`src/rtl/pwm_audio_out_if.sv`:
```
// pwm_audio_out_if
// Groups the sample input and the PWM-side outputs of pwm_audio_out.
//   data_in          : signed 16-bit mixer sample
//   data_valid_in    : one-cycle strobe qualifying data_in
//   pwm_out          : PWM audio bit stream
//   period_start_out : pulse on the first cycle of each PWM period
//   overrun_out      : pulse when an unconsumed pending sample is overwritten
// master = sample producer / output observer, slave = pwm_audio_out.
interface pwm_audio_out_if;
  logic signed [15:0] data_in;
  logic               data_valid_in;
  logic               pwm_out;
  logic               period_start_out;
  logic               overrun_out;

  modport master (
    output data_in,
    output data_valid_in,
    input  pwm_out,
    input  period_start_out,
    input  overrun_out
  );

  modport slave (
    input  data_in,
    input  data_valid_in,
    output pwm_out,
    output period_start_out,
    output overrun_out
  );
endinterface

```
`src/rtl/pwm_audio_out.sv`:
```
// pwm_audio_out
// Converts signed 16-bit audio samples into a fixed-period PWM bit stream.
// Samples are converted to offset binary, parked in a one-deep pending
// register and promoted to the active register on the last cycle of a
// period, so the duty value never changes mid-period.
// Ports:
//   clk_in   : system clock, rising edge
//   reset_in : asynchronous active-high reset
//   bus      : pwm_audio_out_if.slave (data_in, data_valid_in, pwm_out,
//              period_start_out, overrun_out)
// Parameter PWM_BITS (6..10): period = 2^PWM_BITS clocks.
// Optional build macro PWM_NOISE_SHAPE_EN: first-order error feedback of the
// bits dropped when reducing the 16-bit sample to PWM_BITS.
module pwm_audio_out #(
  parameter int PWM_BITS = 8
) (
  input  logic            clk_in,
  input  logic            reset_in,
  pwm_audio_out_if.slave  bus
);

  localparam int FRAC_W = 16 - PWM_BITS;
  localparam logic [PWM_BITS-1:0] CNT_MAX = '1;

  logic [PWM_BITS-1:0] cnt;
  logic [15:0]         pending;
  logic                pending_full;
  logic [15:0]         active;
  logic [15:0]         sample_u;
  logic                last_cycle;
  logic                xfer;
  logic [PWM_BITS-1:0] duty;

  logic pwm_p0;
  logic period_start_p0;
  logic overrun_p0;

  // Flipping the sign bit maps two's complement onto offset binary.
  assign sample_u   = $unsigned(bus.data_in) ^ 16'h8000;
  assign last_cycle = (cnt == CNT_MAX);
  assign xfer       = last_cycle && pending_full;

  // Sample capture, pending -> active promotion and period counter
  always_ff @(posedge clk_in or posedge reset_in) begin
    if (reset_in) begin
      cnt          <= '0;
      pending      <= '0;
      pending_full <= 1'b0;
      active       <= 16'h8000;
      overrun_p0   <= 1'b0;
    end else begin
      cnt <= cnt + 1'b1;
      if (xfer) begin
        active <= pending;
      end
      // A strobe coinciding with a transfer refills pending, so the flag
      // stays set; otherwise a transfer empties it.
      if (bus.data_valid_in) begin
        pending      <= sample_u;
        pending_full <= 1'b1;
      end else if (xfer) begin
        pending_full <= 1'b0;
      end
      overrun_p0 <= bus.data_valid_in && pending_full && !xfer;
    end
  end

`ifdef PWM_NOISE_SHAPE_EN
  logic [FRAC_W-1:0]   err;
  logic [PWM_BITS-1:0] duty_hold;
  logic [16:0]         shaped_sum;

  function automatic logic [PWM_BITS-1:0] sat_duty(input logic [16:0] s);
    logic [PWM_BITS-1:0] d;
    if (s[16]) begin
      d = '1;
    end else begin
      d = s[15:FRAC_W];
    end
    return d;
  endfunction

  assign shaped_sum = {1'b0, active} + {{(17 - FRAC_W){1'b0}}, err};

  // The load value is used directly on the period's first cycle and held
  // for the remaining cycles, so err only advances once per period.
  assign duty = (cnt == '0) ? sat_duty(shaped_sum) : duty_hold;

  always_ff @(posedge clk_in or posedge reset_in) begin
    if (reset_in) begin
      err       <= '0;
      duty_hold <= '0;
    end else if (cnt == '0) begin
      err       <= shaped_sum[FRAC_W-1:0];
      duty_hold <= sat_duty(shaped_sum);
    end
  end
`else
  function automatic logic [PWM_BITS-1:0] trunc_duty(input logic [15:0] a);
    return a[15:FRAC_W];
  endfunction

  // active only changes on the last cycle of a period, so truncating it
  // directly already gives a duty that is constant across the period.
  assign duty = trunc_duty(active);
`endif

  // Output register stage: outputs lag cnt by one clock, so the cycle
  // where cnt==0 is registered appears as the period's first output cycle.
  always_ff @(posedge clk_in or posedge reset_in) begin
    if (reset_in) begin
      pwm_p0          <= 1'b0;
      period_start_p0 <= 1'b0;
    end else begin
      pwm_p0          <= (cnt < duty);
      period_start_p0 <= (cnt == '0);
    end
  end

  assign bus.pwm_out          = pwm_p0;
  assign bus.period_start_out = period_start_p0;
  assign bus.overrun_out      = overrun_p0;

endmodule
```
`src/flat_wrapper.sv`:
```
// flat-port wrapper written by rule: the top's interface ports become plain ports
module pwm_audio_out_flat 
#(
  parameter int PWM_BITS = 8
)
  (clk_in, reset_in, bus_data_in, bus_data_valid_in, bus_pwm_out, bus_period_start_out, bus_overrun_out);
  pwm_audio_out_if bus_i ();
  input  logic clk_in;
  input  logic reset_in;
  input wire logic [$bits(bus_i.data_in)-1:0] bus_data_in;
  input wire logic [$bits(bus_i.data_valid_in)-1:0] bus_data_valid_in;
  output wire logic [$bits(bus_i.pwm_out)-1:0] bus_pwm_out;
  output wire logic [$bits(bus_i.period_start_out)-1:0] bus_period_start_out;
  output wire logic [$bits(bus_i.overrun_out)-1:0] bus_overrun_out;
  assign bus_i.data_in = bus_data_in;
  assign bus_i.data_valid_in = bus_data_valid_in;
  assign bus_pwm_out = bus_i.pwm_out;
  assign bus_period_start_out = bus_i.period_start_out;
  assign bus_overrun_out = bus_i.overrun_out;
  pwm_audio_out #(.PWM_BITS(PWM_BITS)) u_core (.clk_in(clk_in), .reset_in(reset_in), .bus(bus_i));
endmodule
```
`config.mk`:
```
export PLATFORM = sky130hd
export DESIGN_NAME = pwm_audio_out_flat
export DESIGN_NICKNAME = d
export VERILOG_FILES = /design/src/rtl/pwm_audio_out_if.sv /design/src/rtl/pwm_audio_out.sv /design/src/flat_wrapper.sv
export SDC_FILE = /design/constraint.sdc
export NUM_CORES = 1
export LEC_CHECK = 0
export ABC_AREA = 1
export CAP_MARGIN = 0
export CORE_MARGIN = 4
export CORE_UTILIZATION = 51
export DETAILED_ROUTE_END_ITERATION = 10
export HOLD_SLACK_MARGIN = 0.06
export PLACE_DENSITY = 0.77
export SLEW_MARGIN = 10
export SYNTH_ARGS = -nofsm -noshare
export SYNTH_HDL_FRONTEND = slang
export SYNTH_SLANG_ARGS = --single-unit
export TNS_END_PERCENT = 5
```
`constraint.sdc`:
```
create_clock -name clk_in -period 1.5 [get_ports clk_in]
set_clock_uncertainty 0.05 [all_clocks]
set_input_delay 0.225 -clock clk_in [delete_from_list [all_inputs] [get_ports clk_in]]
set_output_delay 0.225 -clock clk_in [all_outputs]
set_load 0.01 [all_outputs]
```
# After elaboration in Yosys (flattened, before gate mapping)
# Cells that the tools add are included.
# totals
output_inout_bits	3
elab_cells	19
reg_bits	44
input_bits	19
# classes
addsub	1
n_reduce_logical	6
muxes	2
n_eq_ne	1
n_bitwise	1
order_cmp	1
# op_table
cell	count
8-bit by 1-bit adder with 8-bit output (second input constant)	1
8-bit == test (second input constant)	1
8-bit logical NOT	1
8-bit < comparator	1
1-bit logical AND	3
1-bit two-way mux	2
2-bit nonzero test	1
1-bit logical NOT	1
1-bit inverter	1

# Longest topological paths before layout
# depth
depth_word	4
ltp_mapped	7
ltp_nobuf	7

# Worst setup path after synthesis
# OpenSTA, ideal clock, no wires.
# synth_path
path_kind	register -> register
start	register u_core.cnt[1]
end	register u_core.active[14]
path_slack_ps	203
arrival_ps	1129
setup_ps	117
path_buffers	1
required_time_ps	1333
stages_incl_launch_ff	8
synth_period_minus_slack_ps	1297
path_cell_list	dfrtp_1 -> ha_1 -> nand2_2 -> nor2_4 -> nand3_4 -> buf_6 -> nand2_1 -> o21ai_2
# synth_between
elab_chain_cells	2
# synth_rtl
item	line_no	rtl
start, declared	pwm_audio_out.sv:25	logic [PWM_BITS-1:0] cnt;
start signal, assigned	pwm_audio_out.sv:52	cnt <= cnt + 1'b1;
8-bit == test	pwm_audio_out.sv:40	assign last_cycle = (cnt == CNT_MAX);
1-bit logical AND	pwm_audio_out.sv:41	assign xfer = last_cycle && pending_full;
end signal, assigned	pwm_audio_out.sv:54	active <= pending;
end, declared	pwm_audio_out.sv:28	logic [15:0] active;
# No other way between the ends.
# A chain may end at the register's enable or synchronous reset.

# Worst setup path after layout
# layout_path
start	register u_core.active[15]
end	register u_core.pwm_p0 (netlist: u_core.bus.pwm_out)
# layout_between
elab_chain_cells	1
# layout_rtl
item	line_no	rtl
8-bit < comparator	pwm_audio_out.sv:115	pwm_p0 <= (cnt < duty);
end signal, assigned	pwm_audio_out.sv:115	
end, declared	pwm_audio_out.sv:34	logic pwm_p0;
# No other way between the ends.

==> results.ini <==
[outcome]
status=finished clean

[detailed_routing]
vias=877
top_layer=met4
avgRoutedWirePerCell_um=11.2
dr.pass1.iters=4
vias_per_cell=4.82
remaining_drc_errors=0
drt-total-wl_um=2040
dr_wl_met2_um=1090
route.met3.wl_um=87
drtIter0Drc=9
met1_length_um=845
ant_nets=0

[logic_synthesis]
synthMuxAreaShare=0
synth_top_family_by_area=simple AND/OR/NAND/NOR gates
yosys.area.top_type_share=0.516
avgSynthCellArea_um2=9.85
ys_types=20
synth_fa_ha_area_frac=0.0860
synth-simple-area-share=0.173
ys.warnings.count=0
yosys_register_bits=28
synthXorXnorAreaFrac=0.0267
synth_fp_nets=161
syn_inst=133
ys_seq_area_frac=0.536
synth.area.top_cells=dfrtp_1 52%, ha_1 8.6%, nand2_1 8.3%, inv_1 6.0%, o21ai_2 4.7%
yosysTopAreaCell=dfrtp_1
synth_area_um2=1310
synth-compound-area-share=0.107

[sta]
tns_ns=0
fin_crit_sh=0.936
hold_violations=0
setup_ws_ns=0.0961
setup_violations=0
worstMarginPinSlew_ns=0.339
timing.fmax_mhz=712
finalCriticalPeriod_ns=1.40
drv_slew=0
rsz0062_at_grt=no
relSlewSlack=0.774

[placement]
placedCellCount=177
post-place-ws_ns=0.104
dp_hpwl_um=1510
place_congestion=0.754
io_buffers=13

[clocking]
path_clk_slew_ns=0.15
post_cts_buffers=0
cts_hold_buf=0
cts_inserted_buffers=3
clock-sinks=28
clock_latency_ns=0.32
cts_buffer_depth=2
htree_levels=1
root_buffer=clkbuf_4
post_cts_resized=0
cts_tree=done

[critical_path]
cp.required_ns=1.69
cpMostUsedCell=a21oi_1
critPathMaxFanout=2
start_kind=register
slowest_delay_ns=0.55
crit_chain=inv_1, ha_1, a21oi_1, o21ai_0, a21oi_1
cp-startpoint=u_core.active[15]$_DFFE_PP1P_
critical_path.slowest_cell=dfstp_2
endpoint_kind=register
r2r_setup_slack_ns=0.1
worstPathArrival_ns=1.59
r2r_start=u_core.active[15]$_DFFE_PP1P_
worstSetupPathType=reg2reg

[layout]
drive_gt1_frac=0.145
multi_input_area_um2=532
final_cell_mix=29 x nand2_1, 27 x dfrtp_1, 21 x inv_1
seq_area_um2=702
finalNetCount=181
final_common_cell=nand2_1
insertedDiodeCount=0
synthToLayoutAreaGrowth_pct=17.3
finalNonFillerCells=182
fillCellCount=206
post-route-util=0.626

[global_routing]
grt_overflow=0
grt_usage=0.139
grt_pass1_wl_um=3550
grt_antenna_before_repair=0
grt_start_max_net_pins=29
grt_pass1_vias=860

[floorplanning]
initial_utilization=0.534
die_h_um=58.7
rows=18
dieArea_um2=3440
die_w_um=58.7
core_um2=2450
io_pins=22

[power]
power_density_nw_per_um2=762
ir_worst_vdd_mv=0.579
power.leakage_nw=0.759

[run]
drv_cap=0

[hold_path]
worstHoldPathType=in2async

worst paths after layout:
check / to / cells past startpoint
max: u_core.bus.pwm_out$_DFF_PP0_ / 5
min reg2reg: u_core.bus.period_start_out$_DFF_PP0_ / 1
min: u_core.pending[13]$_DFFE_PP0P_ / 3
max reg2reg: u_core.bus.pwm_out$_DFF_PP0_ / 5
min in group clk_in: u_core.pending[14]$_DFFE_PP0P_ / 3
max in group asynchronous: u_core.active[15]$_DFFE_PP1P_ / 3
per-stage QoR:
stage | power (mW) | area [um2] | hold slack [ns]
3_5_place_dp | 0.877 | 1490 | 0.422
4_1_cts | 1.19 | 1510 | 0.198
2_1_floorplan | 0.833 | 1310 | 0.240
5_1_grt | 1.23 | 1540 | 0.211
3_3_place_gp | 0.873 | 1490 | 0.418
6_report | 1.17 | 1540 | 0.188
metal layers:
layer,global-route usage,vias to the layer above
li1,-,459
met1,0.149,404
met2,0.258,12
met3,0.0329,2
met4,0.0583,0
met5,0,-
power by group:
| part | internal (mW) | total [mW] | switching, mW |
|---|---|---|---|
| logic | 0.0370 | 0.0789 | 0.0419 |
| clock network | 0.104 | 0.312 | 0.208 |
| registers | 0.775 | 0.781 | 0.00542 |
| total | 0.916 | 1.17 | 0.255 |
cells by family after synthesis:
kind of cell,Yosys count
and+or+nand+nor,47
DFF,28
buffers and inverters,23
AOI/OAI and AO/OA,22
adders and majority gates,9
xor gates and xnor gates,4
area by class of cell:
| type | count | area share |
|---|---|---|
| Tap cell | 30 | 0.0244 |
| Multi-Input combinational cell | 83 | 0.346 |
| Clock buffer | 4 | 0.0171 |
| Timing Repair Buffer | 16 | 0.104 |
| Sequential cell | 28 | 0.457 |
| Inverter | 21 | 0.0513 |
cells in the mapped netlist (all sizes together):
cell,count
o21ai,16
nor2,8
dfstp,1
nand3,2
nor3,2
clkbuf,1
a21oi,6
inv,21
ha,9
nand2,32
nor4,1
xor2,4
nand3b,2
dfrtp,27
buf,1
worst max-delay path: cells and delay by family, from the launching register on:
family	cells	cell delay, ns
AO/OA/AOI/OAI	3	0.36
flip-flops	1	0.55
adder cells (fa/ha/maj)	1	0.32
buffers and inverters	1	0.06
flip-flops by register name, summed over array words and instances, names as in the netlist:
name / cells
u_core.active: 8
u_core.bus.overrun_out: 1
u_core.bus.period_start_out: 1
u_core.bus.pwm_out: 1
u_core.cnt: 8
u_core.pending: 8
u_core.pending_full: 1
(Power assumes the default switching activity.)
